**config.mk**
```make
export PLATFORM = sky130hd
export DESIGN_NAME = fwd_hazard_unit
export DESIGN_NICKNAME = d
export VERILOG_FILES = /design/src/rtl/fwd_hazard_unit.sv
export SDC_FILE = /design/constraint.sdc
export NUM_CORES = 1
export LEC_CHECK = 0
export ABC_AREA = 0
export BUFFER_PORTS_ARGS = -buffer_cell sky130_fd_sc_hd__buf_2
export CAP_MARGIN = 10
export CORE_UTILIZATION = 50
export DETAILED_ROUTE_END_ITERATION = 10
export PLACE_DENSITY = 0.73
export SLEW_MARGIN = 20
export SYNTH_ARGS = -nofsm -noshare
export SYNTH_HDL_FRONTEND = slang
export SYNTH_SLANG_ARGS = --single-unit
```
**constraint.sdc**
```tcl
create_clock -name clk -period 2.2 [get_ports clk]
set_input_delay 0.22 -clock clk [delete_from_list [all_inputs] [get_ports clk]]
set_output_delay 0.22 -clock clk [all_outputs]
set_load 0.005 [all_outputs]
```
**src/rtl/fwd_hazard_unit.sv**
```systemverilog
// fwd_hazard_unit: EX operand forwarding selects, load-use stall detection and a shadow EX/MEM/WB pipeline.
module fwd_hazard_unit #(
  parameter int RN_W  = 5,
  parameter int CNT_W = 16
) (
  input  logic             clk,
  input  logic             rst,
  input  logic             flush,
  input  logic [RN_W-1:0]  id_rs,
  input  logic [RN_W-1:0]  id_rt,
  input  logic [RN_W-1:0]  id_rn,
  input  logic             id_wreg,
  input  logic             id_m2reg,
  input  logic             id_use_rs,
  input  logic             id_use_rt,
  output logic [1:0]       fwda,
  output logic [1:0]       fwdb,
  output logic             stall,
  output logic             ex_bubble,
  output logic [CNT_W-1:0] stall_count
);
  logic [RN_W-1:0] ex_rs, ex_rt, ex_rn, mem_rn, wb_rn;
  logic ex_use_rs, ex_use_rt, ex_wreg, ex_m2reg, mem_wreg, mem_m2reg, wb_wreg;
  logic haz, kill;
  logic mem_a, mem_b, wb_a, wb_b;
  always_comb begin
    haz = ex_wreg & ex_m2reg & (ex_rn != '0) &
          ((id_use_rs & (id_rs == ex_rn)) | (id_use_rt & (id_rt == ex_rn)));
    stall = haz & ~flush;
    kill = flush | stall;
    // A load in MEM never forwards from r; its data is only usable from WB.
    mem_a = ex_use_rs & mem_wreg & ~mem_m2reg & (mem_rn != '0) & (mem_rn == ex_rs);
    mem_b = ex_use_rt & mem_wreg & ~mem_m2reg & (mem_rn != '0) & (mem_rn == ex_rt);
    wb_a = ex_use_rs & wb_wreg & (wb_rn != '0) & (wb_rn == ex_rs);
    wb_b = ex_use_rt & wb_wreg & (wb_rn != '0) & (wb_rn == ex_rt);
    fwda = mem_a ? 2'b01 : wb_a ? 2'b10 : 2'b00;
    fwdb = mem_b ? 2'b01 : wb_b ? 2'b10 : 2'b00;
  end
  always_ff @(posedge clk) begin
    if (rst) begin
      {ex_rs, ex_rt, ex_rn, ex_use_rs, ex_use_rt, ex_wreg, ex_m2reg} <= '0;
      {mem_rn, mem_wreg, mem_m2reg, wb_rn, wb_wreg} <= '0;
      ex_bubble <= 1'b1;
      stall_count <= '0;
    end else begin
      ex_rs <= kill ? '0 : id_rs;
      ex_rt <= kill ? '0 : id_rt;
      ex_rn <= kill ? '0 : id_rn;
      ex_use_rs <= ~kill & id_use_rs;
      ex_use_rt <= ~kill & id_use_rt;
      ex_wreg <= ~kill & id_wreg;
      ex_m2reg <= ~kill & id_m2reg;
      ex_bubble <= kill;
      mem_rn <= ex_rn;
      mem_wreg <= ex_wreg;
      mem_m2reg <= ex_m2reg;
      wb_rn <= mem_rn;
      wb_wreg <= mem_wreg;
      if (stall && ~&stall_count) stall_count <= stall_count + 1'b1;
    end
  end
endmodule

```
# Word-level counts from Yosys, hierarchy flattened
# Index checks and enable logic that the tools add are counted.
[word_totals]
regBits = 49
out_inout_bits = 22
in_bits = 22
word_cells = 61
[classes]
n_addsub = 1
eq_ne = 6
mux = 4
bitwise_logic = 29
reduce_logical = 7
[ops]
columns = ["op", "n"]
rows = [
  ["5-bit == test", 6],
  ["1-bit bitwise AND", 24],
  ["16-bit by 1-bit adder with 16-bit output (second input constant)", 1],
  ["16-bit AND reduction", 1],
  ["5-bit nonzero test", 3],
  ["2-bit 2-to-1 mux", 4],
  ["1-bit NOT", 3],
  ["1-bit OR", 2],
  ["2-bit OR reduction", 1],
  ["1-bit logical AND", 1],
  ["1-bit logical NOT", 1],
]

# Depth between registers and ports, before layout
# Gate-level depths: netlist of the first run.
[depth]
depth_word = 8
depth_mapped = 8
ltp_nobuf = 6

# Worst setup path before layout of the first run
# No wires, ideal clock.
[synth_timing]
path_type = "reg2reg"
start = "reg ex_rn[4]"
end = "reg stall_count[9]"
path_slack_ns = 0.328
stages_incl_launch_ff = 8
t_arrival_ns = 1.748
setup_ns = 0.123
path_cell_list = "dfxtp_1 > xor2_1 > nor4_1 > a32oi_1 > buf_2 > buf_6 > nor4_2 > mux2_1"
[synth_between]
elab_chain_len = 6
[synth_lines]
columns = ["item", "line", "rtl"]
rows = [
  ["from (decl)", "22", "logic [RN_W-1:0] ex_rs, ex_rt, ex_rn, mem_rn, wb_rn;"],
  ["from (signal assigned)", "48", "ex_rn <= kill ? '0 : id_rn;"],
  ["5-bit == test", "28", "((id_use_rs & (id_rs == ex_rn)) | (id_use_rt & (id_rt == ex_rn)));"],
  ["1-bit bitwise AND", "28", ""],
  ["1-bit OR", "28", ""],
  ["1-bit bitwise AND *", "27", "haz = ex_wreg & ex_m2reg & (ex_rn != '0) &"],
  ["1-bit bitwise AND *", "29", "stall = haz & ~flush;"],
  ["1-bit logical AND *", "59", "if (stall && ~&stall_count) stall_count <= stall_count + 1'b1;"],
  ["to (signal assigned)", "59", ""],
  ["to (decl)", "20", "output logic [CNT_W-1:0] stall_count"],
]
# Mark *: on every way between the ends. The rest lies on a longest branch, timed or not.
# A chain may end at the register's enable or synchronous reset.

# Worst setup path in the final report of the first run
[layout_timing]
start = "reg mem_rn[1]"
end = "out fwda[1]"
[layout_between]
elab_chain_len = 4
[layout_lines]
columns = ["item", "line", "rtl"]
rows = [
  ["from (decl)", "22", ""],
  ["from (signal assigned)", "54", "mem_rn <= ex_rn;"],
  ["5-bit nonzero test", "32", "mem_a = ex_use_rs & mem_wreg & ~mem_m2reg & (mem_rn != '0) & (mem_rn == ex_rs);"],
  ["1-bit bitwise AND", "32", ""],
  ["1-bit bitwise AND *", "32", ""],
  ["2-bit 2-to-1 mux *", "36", "fwda = mem_a ? 2'b01 : wb_a ? 2'b10 : 2'b00;"],
  ["to (decl)", "16", "output logic [1:0] fwda,"],
]
# Marked as above.

==> results.cfg, run 1 <==
[floorplanning]
start_util_pct = 52.57
ios = 44
fp.dieH_um = 69.89
fp.dieW_um = 69.89
core_area_um2 = 4384
dieArea_um2 = 4885
num_rows = 24

[routing]
vias = 1841
viasPerCell = 5.431
dr.pass1.iters = 4
ant_nets = 0
avgRoutedWirePerCell_um = 14.06
drtIter0Drc = 114
post-route-drc-count = 0
wl_um = 4768

[timing]
min_period_ps = 2052
max_freq_mhz = 487.3
slew_viol_final = 0
maxSlewHeadroom_pct = 66.06
hold_violations = 0
setup_violations = 0
setup_tns_ps = 0
worst_pin_slew_ps = 509.2
fin_skew_ps = 4.271
grt_setup_unrepaired = false
period_share_pct = 93.27

[outcome]
status = finished clean

[yosys]
synthCells = 238
syn_nets = 261
synth_top_area_share_pct = 42.56
syn_area_um2 = 2305
synthTopCellsByArea = dfxtp_1 43%, xor2_1 6.1%, and2_1 5.4%, xnor2_1 5.3%, nor2b_1 5.2%
synth_cell_types = 41
ys_warn_count = 0
synth_enable_flop_cells = 0
yosysTopAreaCell = dfxtp_1
synth.avg_cell_area_um2 = 9.684
synth-main-ff-cell = dfxtp_1
ys_ff_latch = 49
async_flop_share_pct = 0
yosysSeqAreaShare_pct = 42.56

[power]
p_comb_share_pct = 6.9
p_sw_mw = 0.3736
p_leak_nw = 1.118
p_per_area_nw_per_um2 = 620.2
power_frac_clock_pct = 37.9
switching_share_pct = 22.26
seq_power_share_pct = 55.2
vdd_drop_max_mv = 0.3267
p_int_mw = 1.305

[setup_path]
critPathBufInv = 1
cp-start-kind = register
cp_top_family = simple AND/OR/NAND/NOR gates
slowest_delay_ps = 510
arrival_ps = 1830
path_class = reg -> out
cp-end-kind = output port
path_cells = or4_1 -> o21ai_0 -> nor3_1 -> nor3_1 -> buf_2
path_max_fanout = 4
path_common_cell = nor3_1
critPathRequiredTime_ps = 1980
critical-path-slowest-cell = or4_1

[grt]
antenna_found_initial = 0
overflow = 0
grt_usage_pct = 20.24
grt_pass1_wl_um = 7831
grt_max_degree = 27
grt_pass1_vias = 1730

[clocking]
hold_buffers = 0
root_buffer = clkbuf_8
tritoncts = done
ctsResizeCount = 0
htreeDepth = 2
numCtsBuffers = 5
clock_sinks = 49
clk_latency_ps = 290
clkTransAtPathRegs_ps = 90
clk_path_buf_depth = 2
postCtsSetupBuffers = 0

[cells_and_area]
final.fill_count = 398
final_area_um2 = 2706
drive_gt1_share_pct = 25.09
final_common_cell = dfxtp_1
syn2layout_area_growth_pct = 17.43
layout_common_cells = 49 x dfxtp_1, 43 x buf_2, 20 x and2_1
diodes = 0
num-nets-final = 309

[placement]
portBuffers = 43
place_congestion = 0.8602
placed_area_um2 = 2594
hpwl_um = 3572

[min_path]
min-delay-path-class = in -> reg

[job]
maxCapViolCount = 0
==> worst paths after layout <==
check | start | endpoint | slack (ps) | cells past startpoint
worst min-delay path | id_m2reg | ex_m2reg$_SDFF_PP0_ | 120 | 2
worst max register to register | ex_rn[4]$_SDFF_PP0_ | stall_count[4]$_SDFFE_PP0P_ | 200 | 6
worst max-delay path | mem_rn[1]$_SDFF_PP0_ | fwda[1] | 150 | 5
worst min register to register | mem_wreg$_SDFF_PP0_ | wb_wreg$_SDFF_PP0_ | 460 | 1
==> power groups by stage <==
| stage | registers (mW) | clock network [mW] | logic [mW] |
|---|---|---|---|
| 2_1_floorplan | 0.943 | 0 | 0.0760 |
| 3_3_place_gp | 0.947 | 0 | 0.114 |
| 3_5_place_dp | 0.948 | 0 | 0.115 |
| 4_1_cts | 0.927 | 0.655 | 0.116 |
| 5_1_grt | 0.930 | 0.691 | 0.129 |
| 6_report | 0.927 | 0.636 | 0.116 |
==> cell type report <==
| class | count | area (um^2) | area share [%] |
|---|---|---|---|
| clock inverter | 3 | 43.79 | 1.618 |
| tap | 52 | 65.06 | 2.404 |
| multi-input combinational | 172 | 1239 | 45.77 |
| clock buffer | 5 | 68.82 | 2.543 |
| inverter | 5 | 18.77 | 0.6935 |
| timing repair buffer | 53 | 290.3 | 10.73 |
| sequential | 49 | 980.9 | 36.25 |
==> cell usage after synthesis (2+ instances only) <==
| cell | n |
|---|---|
| nand4_1 | 10 |
| nand2_1 | 5 |
| or4_1 | 10 |
| inv_1 | 4 |
| o21ai_0 | 5 |
| buf_4 | 2 |
| and2_1 | 20 |
| o2111ai_1 | 3 |
| nor3_1 | 5 |
| buf_2 | 4 |
| nor2b_1 | 19 |
| a21oi_1 | 10 |
| xor2_1 | 16 |
| o31ai_1 | 8 |
| xnor2_1 | 14 |
| nor4_2 | 2 |
| or3_1 | 4 |
| nor2_1 | 10 |
| mux2_1 | 2 |
| o211ai_1 | 2 |
| nand3_1 | 4 |
| nor4_1 | 6 |
| o21ai_4 | 2 |
| clkbuf_1 | 4 |
| dfxtp_1 | 49 |
| mux2_2 | 3 |
==> worst reg2reg max path: cells and delay by family, from the launching register on <==
family / cells / cell delay (ps)
xor gates and xnor gates: 1 / 170
DFF: 1 / 350
and+or+nand+nor: 2 / 590
buffers and inverters: 1 / 250
AOI/OAI and AO/OA: 1 / 190
muxes: 1 / 360
==> per-stage QoR <==
stage / total power, mW / hold WS (ps) / std cells / worst slack, ps / util (%)
floorplan: 1.019 / 341.7 / 238 / 328.4 / -
global placement: 1.061 / 421.8 / 331 / 211.6 / 59.16
detailed placement: 1.064 / 422.6 / 331 / 207.7 / 59.16
CTS: 1.698 / 108.1 / 339 / 120.5 / 61.73
global route: 1.749 / 106.1 / 339 / 2.077 / 61.73
finish: 1.679 / 118.7 / 339 / 148.0 / 61.73
==> kinds of logic after synthesis <==
group / after synthesis / synth area share (%)
buffers and inverters: 17 / 3.691
and+or+nand+nor: 102 / 28.28
DFF: 49 / 42.56
muxes: 5 / 2.443
AOI/OAI and AO/OA: 34 / 11.08
xor gates and xnor gates: 30 / 11.40
adders and majority gates: 1 / 0.5428
==> layer usage <==
metal  GRT usage, %  part of all wire (%)
met3          4.473                   3.8
met2          30.13                    46
met4          7.778                  0.84
met5              0                     0
met1          28.57                    50
==> registers in the layout (all words and copies together) (netlist names) <==
signal       cells
ex_wreg          1
mem_wreg         1
stall_count     16
ex_use_rs        1
mem_m2reg        1
ex_rn            5
ex_m2reg         1
wb_rn            5
ex_bubble        1
ex_use_rt        1
wb_wreg          1
ex_rs            5
ex_rt            5
mem_rn           5
Note: power is estimated with default switching activity, not from simulation.
==> inputs of run 2 (changes only) <==
Settings changed: CORE_ASPECT_RATIO from default to 0.9, CORE_MARGIN from default to 2.
==> results.cfg, run 2 (synthesized netlist as in run 1, its figures left out) <==
[outcome]
status = finished clean

[floorplanning]
dieArea_um2 = 5169
num_rows = 23
ios = 44
fp.dieW_um = 75.57
start_util_pct = 52.00
core_area_um2 = 4432
fp.dieH_um = 68.41

[setup_path]
arrival_ps = 2240
reg2reg_depth = 6
r2r-end = stall_count[3]$_SDFFE_PP0P_
path_class = reg -> reg
path_max_fanout = 10
cp-end-kind = register
crit-reg2reg-launch = ex_rn[4]$_SDFF_PP0_
cp-start-kind = register
critPathRequiredTime_ps = 2390
r2r_slack_ps = 160

[min_path]
hp-start = id_m2reg
min-delay-path-class = in -> reg
whs_path_depth = 2
hold_end = ex_m2reg$_SDFF_PP0_

[clocking]
postCtsSetupBuffers = 0
tritoncts = done
numCtsBuffers = 5
hold_buffers = 0
clk_latency_ps = 300
root_buffer = clkbuf_8
clk_path_buf_depth = 2
clkTransAtPathRegs_ps = 90
clock_sinks = 49
htreeDepth = 2

[routing]
wl_um = 4834
post-route-drc-count = 0
avgRoutedWirePerCell_um = 13.89
dr.pass1.iters = 4
drtIter0Drc = 85
vias = 1822
ant_nets = 0
viasPerCell = 5.236

[cells_and_area]
fin_util_pct = 61.35
final_common_cell = dfxtp_1
diodes = 0
num-nets-final = 308
layout_common_cells = 49 x dfxtp_1, 43 x buf_2, 20 x and2_1
syn2layout_area_growth_pct = 17.97
max_flop_register = stall_count
fin_cells = 348
final_area_um2 = 2719
drive_gt1_share_pct = 26.22
largest_reg_flops = 16
final.fill_count = 392

[timing]
worst_pin_slew_ps = 388.5
setup_tns_ps = 0
slew_viol_final = 0
hold_violations = 0
hold_ws_ps = 117.1
max_freq_mhz = 489.4
fin_skew_ps = 6.910
setup_violations = 0
period_share_pct = 92.89
min_period_ps = 2043
fin_ws_ps = 156.5
maxSlewHeadroom_pct = 73.99

[placement]
placed_area_um2 = 2599
place_inst = 340
place_congestion = 0.9274
portBuffers = 43
post-place-ws_ps = 123.0
hpwl_um = 3618

[grt]
antenna_found_initial = 0
grt_usage_pct = 19.30
overflow = 0
grt_max_degree = 21
grt_pass1_wl_um = 7590
grt_pass1_vias = 1640

[power]
p_total_mw = 1.591
p_leak_nw = 1.105
p_per_area_nw_per_um2 = 585.1
vdd_drop_max_mv = 0.3887

[job]
maxCapViolCount = 0
run 2: area by class of cell:
| class | count | area [um^2] | share of cell area (%) |
|---|---|---|---|
| Clock buffer | 5 | 68.82 | 2.531 |
| Clock inverter | 3 | 25.02 | 0.9204 |
| Inverter | 5 | 18.77 | 0.6903 |
| Multi-Input combinational cell | 172 | 1265 | 46.53 |
| Sequential cell | 49 | 980.9 | 36.08 |
| Tap cell | 62 | 77.57 | 2.853 |
| Timing Repair Buffer | 52 | 282.8 | 10.40 |
run 2: critical path: stages (launching register included):
cell,delay [ps]
dfxtp_1,350
xor2_1,180
nor4_2,300
a32oi_2,220
buf_4,220
nor4_2,310
mux2_2,360
run 2: layer usage:
| metal | vias up | track usage, % | share of wire, % |
|---|---|---|---|
| met3 | 4 | 4.124 | 3.0 |
| li1 | 943 | - | - |
| met5 | - | 0 | 0 |
| met1 | 839 | 28.47 | 51 |
| met2 | 36 | 28.26 | 45 |
| met4 | 0 | 5.482 | 0.85 |
run 2: power breakdown:
group	leakage (nW)	internal, mW	switching (mW)	total [mW]
combinational	0.661	0.0588	0.0626	0.121
sequential	0.399	0.907	0.0201	0.927
clock	0.0452	0.232	0.311	0.543
total	1.10	1.20	0.393	1.59
run 2: repair_timing:
action	in CTS	in global routing
endpoints found under the setup margin	0	14
resized for setup	0	5
endpoints found under the hold margin	0	0
run 2: how the worst max path moves through the flow:
stage / slack (ps) / endpoint / start / cells past startpoint
4_1_cts: 60 / stall / ex_rn[4]$_SDFF_PP0_ / 6
3_5_place_dp: 120 / stall_count[3]$_SDFFE_PP0P_ / ex_rn[4]$_SDFF_PP0_ / 6
3_3_place_gp: 210 / stall_count[4]$_SDFFE_PP0P_ / ex_rn[4]$_SDFF_PP0_ / 6
5_1_grt: -0.6 / stall / ex_rn[4]$_SDFF_PP0_ / 6
6_report: 160 / stall_count[3]$_SDFFE_PP0P_ / ex_rn[4]$_SDFF_PP0_ / 6
2_1_floorplan: 330 / stall_count[9]$_SDFFE_PP0P_ / ex_rn[4]$_SDFF_PP0_ / 7
==> inputs of run 3 (changes only) <==
Settings changed: ABC_AREA 0 to 1.
==> results.cfg, run 3 <==
[clocking]
numCtsBuffers = 5
root_buffer = clkbuf_8
htreeDepth = 2
clock_sinks = 49
clk_latency_ps = 300
clkTransAtPathRegs_ps = 80
tritoncts = done
postCtsSetupBuffers = 0
hold_buffers = 0
clk_path_buf_depth = 2
ctsResizeCount = 0

[timing]
min_period_ps = 1836
grt_setup_unrepaired = false
fin_skew_ps = 9.438
setup_tns_ps = 0
hold_violations = 0
slew_viol_final = 0
hold_ws_ps = 124.7
worst_pin_slew_ps = 517.1
setup_violations = 0
fin_ws_ps = 364.2
max_freq_mhz = 544.7
period_share_pct = 83.44
maxSlewHeadroom_pct = 65.49

[placement]
portBuffers = 43
post-place-ws_ps = 614.5
hpwl_um = 3763
place_congestion = 0.8832

[yosys]
yosysTopAreaCell = dfxtp_1
yosysMostFrequentCell = nor2_1
syn_area_um2 = 2350
synth-main-ff-cell = dfxtp_1
syn_nets = 367
ys_warn_count = 0
synthTopCellsByArea = dfxtp_1 42%, nor2_1 13%, nand2_1 12%, inv_1 8.0%, nand4_1 2.9%
synth_cell_types = 30
ys_ff_latch = 49
synth_enable_flop_cells = 0
synth_common_cells = 84 x nor2_1, 76 x nand2_1, 50 x inv_1, 49 x dfxtp_1, 12 x nand3_1
synthCells = 344
yosysSeqAreaShare_pct = 41.75
synth.avg_cell_area_um2 = 6.831
async_flop_share_pct = 0
synth_top_area_share_pct = 41.75

[grt]
antenna_found_initial = 0
overflow = 0
grt_pass1_wl_um = 8038
grt_usage_pct = 18.90
grt_max_degree = 21
grt_pass1_vias = 1795

[routing]
vias = 2127
dr.pass1.iters = 4
wl_um = 4814
viasPerCell = 4.716
post-route-drc-count = 0
avgRoutedWirePerCell_um = 10.67
ant_nets = 0
drtIter0Drc = 100

[cells_and_area]
syn2layout_area_growth_pct = 15.60
num-nets-final = 412
seqCellArea_um2 = 980.9
fin_util_pct = 60.51
largest_reg_flops = 16
max_flop_register = stall_count
drive_gt1_share_pct = 17.22
multi_input_area_um2 = 1125
final_common_cell = nor2_1
final.fill_count = 445
layout_common_cells = 84 x nor2_1, 76 x nand2_1, 50 x inv_1
diodes = 0

[outcome]
status = finished clean

[setup_path]
crit-reg2reg-launch = stall_count[1]$_SDFFE_PP0P_
slowest_delay_ps = 380
critical-path-slowest-cell = dfxtp_1
arrival_ps = 1620
path_max_fanout = 7
cp-start-kind = register
cp-end-kind = output port
critPathRequiredTime_ps = 1980
path_cells = inv_2 -> nand2_1 -> nand2_1 -> nor2_1 -> nand3_1 -> nand2_2 -> nand2_2 -> nor2_4 -> buf_2
critPathLaunch = ex_rn[0]$_SDFF_PP0_
path_class = reg -> out

[floorplanning]
fp.dieH_um = 69.04
core_area_um2 = 4489
num_rows = 23
start_util_pct = 52.34
ios = 44
dieArea_um2 = 5265
fp.dieW_um = 76.26

[job]
maxCapViolCount = 0

[power]
switching_share_pct = 22.36
p_leak_nw = 1.311
power_frac_clock_pct = 37.1
p_per_area_nw_per_um2 = 609.6
seq_power_share_pct = 55.8
p_sw_mw = 0.3702
vdd_drop_max_mv = 0.4530
p_comb_share_pct = 7.1
p_int_mw = 1.286

[min_path]
hp-start = id_m2reg
min-delay-path-class = in -> reg
run 3: cell types whose count changed after synthesis, moves of 10 or more:
cell / delta
and2_1: -20
nor2b_1: -19
or4_1: -10
inv_1: +46
nor2_1: +74
xor2_1: -10
nand2_1: +71
run 3: cells by family after synthesis:
logic type               after synthesis  synth area share (%)
AND/OR/NAND/NOR                      203                 38.02
buffers and inverters                 61                 10.38
flip-flops                            49                 41.75
AO/OA/AOI/OAI                         18                 4.846
XOR/XNOR                              12                 4.473
adder cells (fa/ha/maj)                1                0.5324
run 3: per-stage QoR:
step / instances / cell area, um^2 / power (mW)
2_1_floorplan: 344 / 2350 / 1.019
3_3_place_gp: 444 / 2613 / 1.061
3_5_place_dp: 444 / 2613 / 1.063
4_1_cts: 451 / 2716 / 1.675
5_1_grt: 451 / 2716 / 1.733
6_report: 451 / 2716 / 1.656
run 3: layer usage:
metal / global-route usage (%) / routed length (um)
met1: 27.15 / 2546
met2: 28.22 / 1976
met3: 3.534 / 237
met4: 7.071 / 53
met5: 0 / 0
run 3: power by group through the flow:
stage,logic (mW),clock network [mW],registers (mW)
floorplan,0.0792,0,0.940
global placement,0.116,0,0.944
detailed placement,0.118,0,0.945
CTS,0.118,0.633,0.924
global route,0.135,0.671,0.927
finish,0.118,0.614,0.924
run 3: critical path, delay by kind of cell (launching register included):
kind          cells  cell delay [ps]
buf+inv           2              210
flops             1              380
simple gates      7              730
run 3: path summary, 6_finish.rpt:
path	endpoint	slack, ps	cells past startpoint
worst max-delay path	stall	360	9
worst min-delay path	ex_m2reg$_SDFF_PP0_	120	3
worst max register to register	stall_count[10]$_SDFFE_PP0P_	590	8
worst min register to register	mem_wreg$_SDFF_PP0_	440	2
run 3: layout make-up:
class / count / area share [%]
Clock buffer: 5 / 2.533
Clock inverter: 2 / 1.290
Inverter: 55 / 7.600
Multi-Input combinational cell: 234 / 41.41
Sequential cell: 49 / 36.11
Tap cell: 62 / 2.856
Timing Repair Buffer: 44 / 8.199
